--- src/rtl/alu_exec_unit.sv ---
// Execute-stage ALU: registered single-cycle arithmetic/logic/compare ops and
// an iterative 1-bit-per-cycle shifter, with valid/ready handshakes on both sides.
module alu_exec_unit #(
    parameter int DATA_WIDTH = 32,
    parameter int SHAMT_W    = $clog2(DATA_WIDTH)
) (
    input  logic                  clk,
    input  logic                  rst,
    input  logic                  in_valid,
    output logic                  in_ready,
    input  logic [3:0]            alu_ctrl,
    input  logic [DATA_WIDTH-1:0] src_a,
    input  logic [DATA_WIDTH-1:0] src_b,
    output logic                  out_valid,
    input  logic                  out_ready,
    output logic [DATA_WIDTH-1:0] result,
    output logic                  zero,
    output logic                  illegal
);

    localparam logic [1:0] S_IDLE  = 2'd0;
    localparam logic [1:0] S_SHIFT = 2'd1;
    localparam logic [1:0] S_DONE  = 2'd2;

    localparam logic [1:0] K_SLL = 2'd0;
    localparam logic [1:0] K_SRL = 2'd1;
    localparam logic [1:0] K_SRA = 2'd2;

    localparam logic [SHAMT_W-1:0] CNT_ONE = SHAMT_W'(1);

    logic [1:0]            state_q, state_d;
    logic [DATA_WIDTH-1:0] result_q, result_d;
    logic                  zero_q, zero_d;
    logic                  illegal_q, illegal_d;
    logic [SHAMT_W-1:0]    cnt_q, cnt_d;
    logic [1:0]            kind_q, kind_d;
    logic                  sign_q, sign_d;

    logic [SHAMT_W-1:0]    shamt;
    logic [1:0]            kind;
    logic                  accept;
    logic                  lt_s;
    logic                  lt_u;

    // One 1-bit shift step; SRA fills with the sign captured from the original operand.
    function automatic logic [DATA_WIDTH-1:0] step1(
        input logic [DATA_WIDTH-1:0] v,
        input logic [1:0]            k,
        input logic                  s
    );
        case (k)
            K_SLL:   return {v[DATA_WIDTH-2:0], 1'b0};
            K_SRL:   return {1'b0, v[DATA_WIDTH-1:1]};
            default: return {s, v[DATA_WIDTH-1:1]};
        endcase
    endfunction

    assign shamt     = src_b[SHAMT_W-1:0];
    assign kind      = (alu_ctrl == 4'd7) ? K_SLL :
                       (alu_ctrl == 4'd8) ? K_SRL : K_SRA;
    assign in_ready  = (state_q == S_IDLE) |
                       ((state_q == S_DONE) & out_ready);
    assign accept    = in_valid & in_ready;
    assign lt_s      = $signed(src_a) < $signed(src_b);
    assign lt_u      = src_a < src_b;
    assign out_valid = (state_q == S_DONE);
    assign result    = result_q;
    assign zero      = zero_q;
    assign illegal   = illegal_q;

    // Next-state: accept a new op, step an in-flight shift, or retire a held result.
    always_comb begin
        state_d   = state_q;
        result_d  = result_q;
        zero_d    = zero_q;
        illegal_d = illegal_q;
        cnt_d     = cnt_q;
        kind_d    = kind_q;
        sign_d    = sign_q;
        if (accept) begin
            state_d   = S_DONE;
            illegal_d = 1'b0;
            cnt_d     = '0;
            kind_d    = kind;
            sign_d    = src_a[DATA_WIDTH-1];
            case (alu_ctrl)
                4'd0: result_d = src_a + src_b;
                4'd1: result_d = src_a - src_b;
                4'd2: result_d = src_a & src_b;
                4'd3: result_d = src_a | src_b;
                4'd4: result_d = src_a ^ src_b;
                4'd5: result_d = {{(DATA_WIDTH-1){1'b0}}, lt_s};
                4'd6: result_d = {{(DATA_WIDTH-1){1'b0}}, lt_u};
                4'd7, 4'd8, 4'd9: begin
                    if (shamt == '0) begin
                        result_d = src_a;
                    end else begin
                        result_d = step1(src_a, kind, src_a[DATA_WIDTH-1]);
                        cnt_d    = shamt - CNT_ONE;
                        if (shamt != CNT_ONE) begin
                            state_d = S_SHIFT;
                        end
                    end
                end
                default: begin
                    result_d  = '0;
                    illegal_d = 1'b1;
                end
            endcase
            zero_d = (result_d == '0);
        end else if (state_q == S_SHIFT) begin
            result_d = step1(result_q, kind_q, sign_q);
            zero_d   = (result_d == '0);
            cnt_d    = cnt_q - CNT_ONE;
            if (cnt_q == CNT_ONE) begin
                state_d = S_DONE;
            end
        end else if ((state_q == S_DONE) && out_ready) begin
            state_d = S_IDLE;
        end
    end

    // State and datapath registers with synchronous reset.
    always_ff @(posedge clk) begin
        if (rst) begin
            state_q   <= S_IDLE;
            result_q  <= '0;
            zero_q    <= 1'b0;
            illegal_q <= 1'b0;
            cnt_q     <= '0;
            kind_q    <= K_SLL;
            sign_q    <= 1'b0;
        end else begin
            state_q   <= state_d;
            result_q  <= result_d;
            zero_q    <= zero_d;
            illegal_q <= illegal_d;
            cnt_q     <= cnt_d;
            kind_q    <= kind_d;
            sign_q    <= sign_d;
        end
    end

endmodule
--- config.mk ---
export PLATFORM = sky130hd
export DESIGN_NAME = alu_exec_unit
export DESIGN_NICKNAME = d
export VERILOG_FILES = /design/src/rtl/alu_exec_unit.sv
export SDC_FILE = /design/constraint.sdc
export NUM_CORES = 1
export LEC_CHECK = 0
export ABC_AREA = 0
export CAP_MARGIN = 0
export CORE_AREA = 2 2 136 138
export DETAILED_ROUTE_END_ITERATION = 7
export DIE_AREA = 0 0 138 140
export HOLD_SLACK_MARGIN = 0.02
export PLACE_DENSITY = 0.73
export SYNTH_ARGS = -nofsm -noshare
export SYNTH_HDL_FRONTEND = slang
export SYNTH_SLANG_ARGS = --single-unit
export TNS_END_PERCENT = 30
--- constraint.sdc ---
create_clock -name clk -period 9.95 [get_ports clk]
set_input_delay 1.99 -clock clk [delete_from_list [all_inputs] [get_ports clk]]
set_output_delay 1.99 -clock clk [all_outputs]
set_load 0.005 [all_outputs]
; Word level (Yosys, flattened, before mapping)
; Index checks and enable logic that the tools add are counted.
[totals]
reg_bits = 44
elab_cells = 73
[op_classes]
bitwise_logic = 6
n_addsub = 4
magnitude_cmp = 2
n_eq_ne = 16
n_reduce_logical = 13
muxes = 25
[op_table]
columns = op, count
row1 = 32-bit one-hot mux with 8 select lines, 1
row2 = 32-bit two-way mux, 6
row3 = 32-bit one-hot mux with 2 select lines, 2
row4 = 32-bit logical NOT, 2
row5 = 32-bit less-than comparator, 2
row6 = 32-bit adder, 1
row7 = 32-bit bitwise AND, 1
row8 = 32-bit OR, 1
row9 = 32-bit subtractor, 1
row10 = 32-bit XOR, 1
row11 = 5-bit two-way mux, 4
row12 = 2-bit two-way mux, 9
row13 = 4-bit by 3-bit equality test with 1-bit output (second input constant), 4
row14 = 10-bit OR reduction, 1
row15 = 5-bit by 1-bit subtractor with 5-bit output (second input constant), 2
row16 = 4-bit by 2-bit equality test with 1-bit output (second input constant), 2
row17 = 4-bit equality test (second input constant), 2
row18 = 2-bit by 1-bit equality test with 1-bit output (second input constant), 3
row19 = 2-bit logical NOT, 3
row20 = 5-bit by 1-bit equality test with 1-bit output (second input constant), 1
row21 = 5-bit logical NOT, 1
row22 = 5-bit by 1-bit inequality test with 1-bit output (second input constant), 1
row23 = 4-bit by 1-bit equality test with 1-bit output (second input constant), 1
row24 = 4-bit logical NOT, 1
row25 = other kinds (10), 13

; Longest topological paths before layout
[logic_depth]
word_depth = 10
depth_mapped = 15
ltp_nobuf = 14

; Least setup slack after synthesis
; Ideal clock, no wire load.
[synth_path]
path_type = in2reg
startpoint = input port src_a[12]
endpoint = register zero_q (netlist: zero)
arrival_time_ns = 4.983
setup_slack_ns = 4.879
setup_time_ns = 0.088
t_required_ns = 9.862
stages = 14
path_cell_list = inv_1 > ha_1 > buf_6 > or4_4 > or3_1 > a21oi_2 > nor3_2 > o221ai_4 > o41ai_2 > o311ai_2 > o211ai_1 > a2bb2oi_1 > or4_1 > o32ai_2
[synth_via]
elab_chain_cells = 6
[synth_rtl]
columns = item, line
row1 = from (decl), 12  ; input logic [DATA_WIDTH-1:0] src_a,
row2 = "parallel branches: the longest is 2 deep, another holds 32-bit subtractor", --
row3 = 32-bit one-hot mux with 8 select lines (*), 86  ; case (alu_ctrl)
row4 = 32-bit two-way mux (*), 80  ; if (accept) begin
row5 = 32-bit logical NOT (*), 110  ; zero_d = (result_d == '0);
row6 = 1-bit two-way mux (*), 80
row7 = to (signal assigned), 136  ; zero_q <= zero_d;
row8 = to (decl), 33  ; logic zero_q, zero_d;
; Mark *: on every way between the ends. The select of a mux whose other input is x is not followed.
; A chain may end at the register's enable or synchronous reset.

; Final worst setup path
[layout_path]
startpoint = input port alu_ctrl[2]
endpoint = register zero_q (netlist: zero)
[layout_via]
elab_chain_cells = 10
[layout_rtl]
columns = item, line
row1 = from (decl), 11  ; input logic [3:0] alu_ctrl,
row2 = 4-bit equality test, "60, 86"
row3 = 2-bit two-way mux, 60  ; (alu_ctrl == 4'd8) ? K_SRL : K_SRA;
row4 = 2-bit two-way mux, 59  ; assign kind = (alu_ctrl == 4'd7) ? K_SLL :
row5 = 2-bit by 1-bit equality test with 1-bit output / 2-bit logical NOT (equally long branches), 51  ; case (k)
row6 = 32-bit one-hot mux with 2 select lines, 51
row7 = 32-bit two-way mux, 95  ; if (shamt == '0) begin
row8 = 32-bit one-hot mux with 8 select lines (*), 86
row9 = 32-bit two-way mux (*), 80
row10 = 32-bit logical NOT (*), 110
row11 = 1-bit two-way mux (*), 80
; Mark *: on every way between the ends. The rest lies on a longest branch, timed or not. The select of a mux whose other input is x is not followed.

==> run summary <==
status - finished, final reports clean
HP Class - flip-flop to flip-flop
r2r worst-path depth - 12
largest net degree at the start of global routing - 66
pwr dens - 84.21 nW/um2
DIE HEIGHT - 140 um
r2r setup slk - 6.74 ns
drt initial violations - 1209
pins over their slew limit - 0
Crit. Startpoint - alu_ctrl[2]
Post-CTS Setup Inserts - 0
Crit. End Element - flip-flop
FILL cells - 1779
H-tree lvl count - 2
type of origin of the critical path - primary input
Port Buffers - 107
RSZ-0062 raised after global routing - false
Clock Skews - 0.005852 ns
post-synth design cell area - 8981 um2
Seq/Total Area, Yosys - 9.808%
Via density - 6.683
total routed wirelength - 35620 um
Clk Latency, worst-skew pair - 0.29 ns
Synth Warn # - 0
routability congestion estimate from global placement - 1.011
Hold Buf Count CTS - 0
CP peak stage delay - 1.01 ns
Final setup viols - 0
CP top delay family - simple AND/OR/NAND/NOR gates
Worst VDD drop - 117.5 uV
Max-Cap Viols - 0
CP max stage cell - clkdlybuf4s50_1
Multi-input gate area - 7395 um2
post-layout util - 58.07%
worst r2r src - state_q[0]$_SDFFE_PP0P_
Yosys reg bits - 44
EDFF count, synth - 0
initial antenna violation count - 0
WL per Instance - 21.81 um
Leakage - 0.004105 uW
Boundary Pins - 108
row cnt - 49
Avg Cell Area, Syn - 6.570 um2
ys async rst share - 0%
CTS Buffer Depth - 2
Hold Violations, Final - 0
gr ovfl total - 0
Fin Hold WS - 0.4958 ns
CP bufs+invs - 2
Max Clock Freq - 151.5 MHz
instance count on the critical path - 13
Mapped Cells - 1367
DRT antenna net count - 0
Worst Setup EP - zero$_SDFFE_PP0P_
vias in the first global route - 9946
Final Total Pwr - 869.5 uW
Worst Tran Pin Value - 0.9864 ns
CTS tree - built
# DRC - 0
fin crit share - 66.32%
Net count, final - 1594
Main synth FF type - dfxtp_1
DRT Pass-1 Iters - 6
Syn Nets - 1558
required time of the critical path - 10.16 ns
post-synthesis to final-layout area growth - 14.96%
root buf cell - clkbuf_16
Starting Density - 50.51%
Die Wd - 138 um
CTS Buf Count - 5
worst rel slew slack - 32.54%
Register Area - 880.8 um2
Crit Path Class - primary input to flip-flop
setup TNS after final layout - 0 ns
Global Route Usage Sum - 35.21%
Die Area - 19320 um2
final worst setup slack - 3.351 ns
via count - 10910
Yosys cell types - 94
critical path fanouts, max - 22
Cell Chain, Critical Path - clkdlybuf4s50_1 > nand4b_1 > buf_4 > nand2_1 > a31oi_1 > a211o_1 > nor4_1 > nand4_1 > nor4_1 > nand4_1 > nor4_1 > nand4_1 > o32ai_2
R2R Path End - zero$_SDFFE_PP0P_
first-pass GRT wire length - 55340 um
Sink Count - 44
pre-CTS WS - 3.181 ns
HPWL after DPL - 26740 um
Worst EP arrival - 6.80 ns
layout cells sized above 1 - 4.630%
Tmin final - 6.599 ns
core area - 17780 um2
post_cts resized - 0
diodes inserted - 0
Reg clk slew, reported paths - 0.06 ns
==> cells by family after synthesis <==
kind of cell | Yosys count | share of synthesized area [%]
flops | 44 | 9.808
simple gates | 495 | 25.75
compound gates | 480 | 36.31
xor+xnor | 13 | 1.268
mux | 14 | 1.560
fa+ha+maj | 119 | 16.75
buf+inv | 202 | 8.568
==> per-stage QoR <==
step	cell area (um2)	instances
after global routing	10320	1633
after CTS	10320	1633
final	10320	1633
after global placement	10160	1625
after floorplan	8981	1367
after detailed placement	10160	1625
==> cell type report <==
cell class | instances | area share [%]
Clock inverter | 2 | 0.3393
Clock buffer | 6 | 1.248
Multi-Input combinational cell | 1121 | 71.62
Timing Repair Buffer | 125 | 11.63
Inverter | 106 | 3.854
Tap cell | 229 | 2.775
Sequential cell | 44 | 8.531
==> synth_stat cells (5+ instances only) <==
master | n | area (um2)
o21bai_1 | 9 | 67.56
nor4_1 | 21 | 131.4
a22oi_1 | 15 | 112.6
mux2i_1 | 14 | 140.1
o31a_1 | 5 | 43.79
nand4_1 | 21 | 131.4
a31oi_1 | 45 | 281.5
nor2b_1 | 16 | 100.1
o31ai_1 | 13 | 97.59
o21ai_1 | 10 | 50.05
and2_1 | 5 | 31.28
dfxtp_1 | 44 | 880.8
nand3_1 | 24 | 120.1
a21o_1 | 9 | 67.56
o311ai_0 | 5 | 43.79
a221oi_1 | 10 | 87.58
clkbuf_1 | 81 | 304.0
buf_1 | 11 | 41.29
a21oi_1 | 143 | 715.7
o211a_1 | 8 | 80.08
nor3_1 | 33 | 165.2
nor2_1 | 136 | 510.5
or3_1 | 14 | 87.58
a2111oi_0 | 6 | 52.55
o21ai_0 | 52 | 260.3
o22ai_1 | 12 | 75.07
a311oi_1 | 16 | 140.1
nand2_1 | 176 | 660.6
ha_1 | 117 | 1464
inv_1 | 102 | 382.9
o211ai_1 | 19 | 142.6
a211oi_1 | 22 | 165.2
xnor2_1 | 12 | 105.1
nand2b_1 | 12 | 75.07
o21a_1 | 16 | 120.1
==> cell usage in the layout, fill, tap and decap left out, types with 13 or more instances in the layout <==
master	synthesis	routed
mux2i_1	14	14
a31oi_1	45	45
nand2_1	176	175
a211oi_1	22	22
nor2b_1	16	16
dfxtp_1	44	44
o31ai_1	13	13
o21ai_0	52	52
nor2_1	136	136
clkdlybuf4s50_1	0	106
a22oi_1	15	15
nand3_1	24	24
buf_4	0	18
a311oi_1	16	16
nor3_1	33	31
nor4_1	21	20
nand4_1	21	21
o21a_1	16	16
or3_1	14	14
ha_1	117	117
a21oi_1	143	143
o211ai_1	19	19
inv_1	102	102
==> state kept, by name, summed over array words and instances (netlist names) <==
name / count
zero: 1
sign_q: 1
result: 32
illegal: 1
state_q: 2
cnt_q: 5
kind_q: 2
==> metal layers <==
metal | vias to the layer above | routed length, um | track usage, %
met2 | 674 | 15330 | 54.46
met4 | 0 | 1387 | 14.39
met3 | 112 | 3992 | 7.932
li1 | 5073 | - | -
met5 | - | 0 | 0
met1 | 5055 | 14910 | 47.46
==> worst reg2reg max path: cells and delay by family (launching register included) <==
kind,cells,cell delay [ns]
buf+inv,1,0.27
compound gates,3,0.56
flops,1,0.36
simple gates,8,1.94
==> worst min path at each step <==
stage / start / to / depth (start not counted)
6_report: sign_q$_SDFFE_PP0P_ / sign_q$_SDFFE_PP0P_ / 2
5_1_grt: cnt_q[2]$_SDFFE_PP0P_ / cnt_q[2]$_SDFFE_PP0P_ / 2
4_1_cts: sign_q$_SDFFE_PP0P_ / sign_q$_SDFFE_PP0P_ / 2
3_5_place_dp: sign_q$_SDFFE_PP0P_ / sign_q$_SDFFE_PP0P_ / 2
3_3_place_gp: sign_q$_SDFFE_PP0P_ / sign_q$_SDFFE_PP0P_ / 2
2_1_floorplan: sign_q$_SDFFE_PP0P_ / sign_q$_SDFFE_PP0P_ / 2
==> power by group <==
part,internal [uW],total (uW),switching (uW)
clock network,118,187,68.7
registers,186,199,12.4
logic,177,484,307
No activity file was read; power rests on OpenSTA's default activity.
==> RTL change 1 (same flow settings) <==
Change the parameter `DATA_WIDTH` from 32 to 16.
--- a/src/rtl/alu_exec_unit.sv
+++ b/src/rtl/alu_exec_unit.sv
@@ -3,3 +3,3 @@
 module alu_exec_unit #(
-    parameter int DATA_WIDTH = 32,
+    parameter int DATA_WIDTH = 16,
     parameter int SHAMT_W    = $clog2(DATA_WIDTH)
Ports: changed (resized result, src_a and src_b); port bits go from 108 to 60. The function was not compared with the original's and may differ.
==> RTL change 1 against the original RTL <==
  * Sequential power shrank 38%
  * Synthesized area is 47% lower
  * Sequential share of layout area is 1.2 points higher
  * Sequential cell count decreased by 17
  * Critical endpoint unchanged
  * Setup slack improved by 0.84 ns
  * Wire length fell by 56%
  * First-iteration DRC count down 25%
  * Design area down 46%
  * Power decreased by 48%
  * Critical path depth decreased by 3
==> RTL change 1: results (changes against the original RTL) <==
Critical Path Start alu_ctrl[1]; gp weighted congestion 0.966 (-4.4%); Reg2Reg Setup Slack 7.51 ns (+0.77 ns); Reg2Reg Depth 6 (-6); worst slew pin tran 1.23 ns (+0.244 ns); DRT met1 WL 7.06 mm (-53%); Critical Path Max Stage Delay 0.86 ns (-0.15 ns); fin nets 832 (-48%); vias per cell 5.79 (-13%); layout cells sized above 1 4.66% (+0.028 points); net count after synthesis 808 (-48%); Cell Area, Placed 5480 sq um (-46%); Buffers on Ports 59 (-45%); Final Power 0.449 mW (-48%); Multi-input gate area 3810 sq um (-49%); total CTS buffers 3 (-2); Adder-Cell Fraction of Synth Area 16.4% (-0.36 points); Worst R2R End result[11]; Peak VDD IR 0.0578 mV (-51%); Unique masters post-synth 77 (-18%); met2 GRT Util 24.4% (-30 points); total wire length 15.8 mm (-56%); GR met3 Demand/Resource 2.39% (-5.5 points); Fin Hold WS 0.481 ns (-0.0144 ns); commonest cells in the netlist nand2_1 (89), a21oi_1 (85), nor2_1 (65); first-pass GRT wire length 25.2 mm (-54%); Comb power frac 51.7% (-4.0 points); mux cell area share after synthesis 1.08% (-0.48 points); Placement Setup Slack 4.09 ns (+0.908 ns); pin count of the biggest net entering global routing 38 (-42%); cells after synthesis 707 (-48%); status complete, no violations; post-synthesis sequential area ratio 11.4% (+1.6 points)
==> RTL change 1: cell types whose count changed after synthesis, moves of 13 or more <==
| cell | before | now |
|---|---|---|
| ha_1 | 117 | 59 |
| o21a_1 | 16 | 3 |
| nor2_1 | 136 | 65 |
| nand2_1 | 176 | 89 |
| inv_1 | 102 | 52 |
| nand4_1 | 21 | 7 |
| o211ai_1 | 19 | 5 |
| buf_2 | 3 | 16 |
| o21ai_0 | 52 | 26 |
| a21oi_1 | 143 | 85 |
| a22oi_1 | 15 | 2 |
| clkbuf_1 | 81 | 28 |
| a31oi_1 | 45 | 23 |
| dfxtp_1 | 44 | 27 |
==> RTL change 1: worst max-delay path: cells and delay by family <==
kind                   cells  cell delay, ns
AOI/OAI and AO/OA          2            0.29
and+or+nand+nor            7            2.81
buffers and inverters      1            0.86
==> RTL change 1: area by class of cell <==
cell class	count	area share (%)
multi-input combinational	579	68.4
timing repair buffer	67	11.7
sequential	27	9.71
inverter	53	3.58
clock inverter	1	0.0899
tap	229	5.15
clock buffer	3	1.35
==> RTL change 2 (config.mk and constraints unchanged) <==
Made on the original files. Reset style: asynchronous (`rst`), changed in one clocked block. Comments in the files are not updated.
--- a/src/rtl/alu_exec_unit.sv
+++ b/src/rtl/alu_exec_unit.sv
@@ -123,3 +123,3 @@
     // State and datapath registers with synchronous reset.
-    always_ff @(posedge clk) begin
+    always_ff @(posedge clk or posedge rst) begin
         if (rst) begin
Check against the original RTL: differs if rst is asserted again (counterexample within 4 cycles, from zero or initial values and one cycle with rst high); with rst held inactive, the same outputs for 10 cycles.
==> RTL change 2 against the original RTL <==
  * Utilization down 0.13 points
  * First-iteration DRC count grew 17%
  * Synthesized cell count fell by 2.9%
  * Synthesized area barely moved
  * Via count down 1.1%
  * Critical path depth unchanged
  * Power grew 62%
  * Sequential power grew 75%
  * Wire length shrank 3.4%
  * Design area shrank 0.22%
  * Setup slack improved by 0.19 ns
  * Sequential cell count unchanged
  * Critical path type unchanged
  * Highest routed layer unchanged
==> RTL change 2: results (changes against the original RTL) <==
Critical Path AT 6.60 ns (-0.20 ns); metal3 WL 3.91 mm (-2.0%); clock buf count 7 (+1); status complete, no violations; origin of the critical flop-to-flop path state_q[0]; multi-input combinational cell count 1,095 (-2.3%); buffers outside the clock class 128 (+2.4%); Worst Setup EP zero; cell family with most CP delay compound AO/OA/AOI/OAI gates; layout cells sized above 1 3.86% (-0.77 points); DRT met1 WL 14.3 mm (-4.2%); Reg2Reg Depth 10 (-2); met1 Use GR 48.4% (+0.96 points); Peak VDD IR 0.169 mV (+44%); Primary FF master, synth dfrtp_1; Clock-cell share 1.48% (-0.11 points); hold_sp sign_q; Multi-input gate area 7170 sq um (-3.0%); Critical Path Start src_a[7]; pin count of the biggest net entering global routing 49 (-26%); Filler cells 1,770 (-0.51%); first-pass GRT wire length 54.6 mm (-1.4%); total iterations of the first detailed-routing run 7 (+1); Signal inverters 98 (-7.5%); total wire length 34.4 mm (-3.4%); vias per cell 6.74 (+0.86%); cells after synthesis 1,328 (-2.9%); Max Fanout on Critical Path 17 (-23%); Data buffer area share 11.9% (+0.24 points)
[RTL change 2: power groups by stage]
stage	clock network (mW)	logic [mW]	registers (mW)
2_1_floorplan	0	0.543	0.328
3_3_place_gp	0	0.861	0.348
3_5_place_dp	0	0.862	0.349
4_1_cts	0.172	0.866	0.346
5_1_grt	0.178	0.961	0.361
6_report	0.173	0.885	0.349
[RTL change 2: per-stage QoR]
stage	setup WS (ns)	instance area (sq um)	utilization [%]
detailed placement	3.45	10100	57.1
CTS	3.76	10300	57.9
finish	3.54	10300	57.9
global route	3.38	10300	57.9
global placement	3.52	10100	57.1
floorplan	5.00	8990	-
[RTL change 2: cells by family after synthesis]
logic type	after synthesis	share of synthesized area (%)
buffers and inverters	189	8.33
flip-flops	44	12.3
adder cells (fa/ha/maj)	119	16.7
AO/OA/AOI/OAI	465	34.6
AND/OR/NAND/NOR	480	24.8
XOR/XNOR	18	1.75
multiplexers	13	1.46
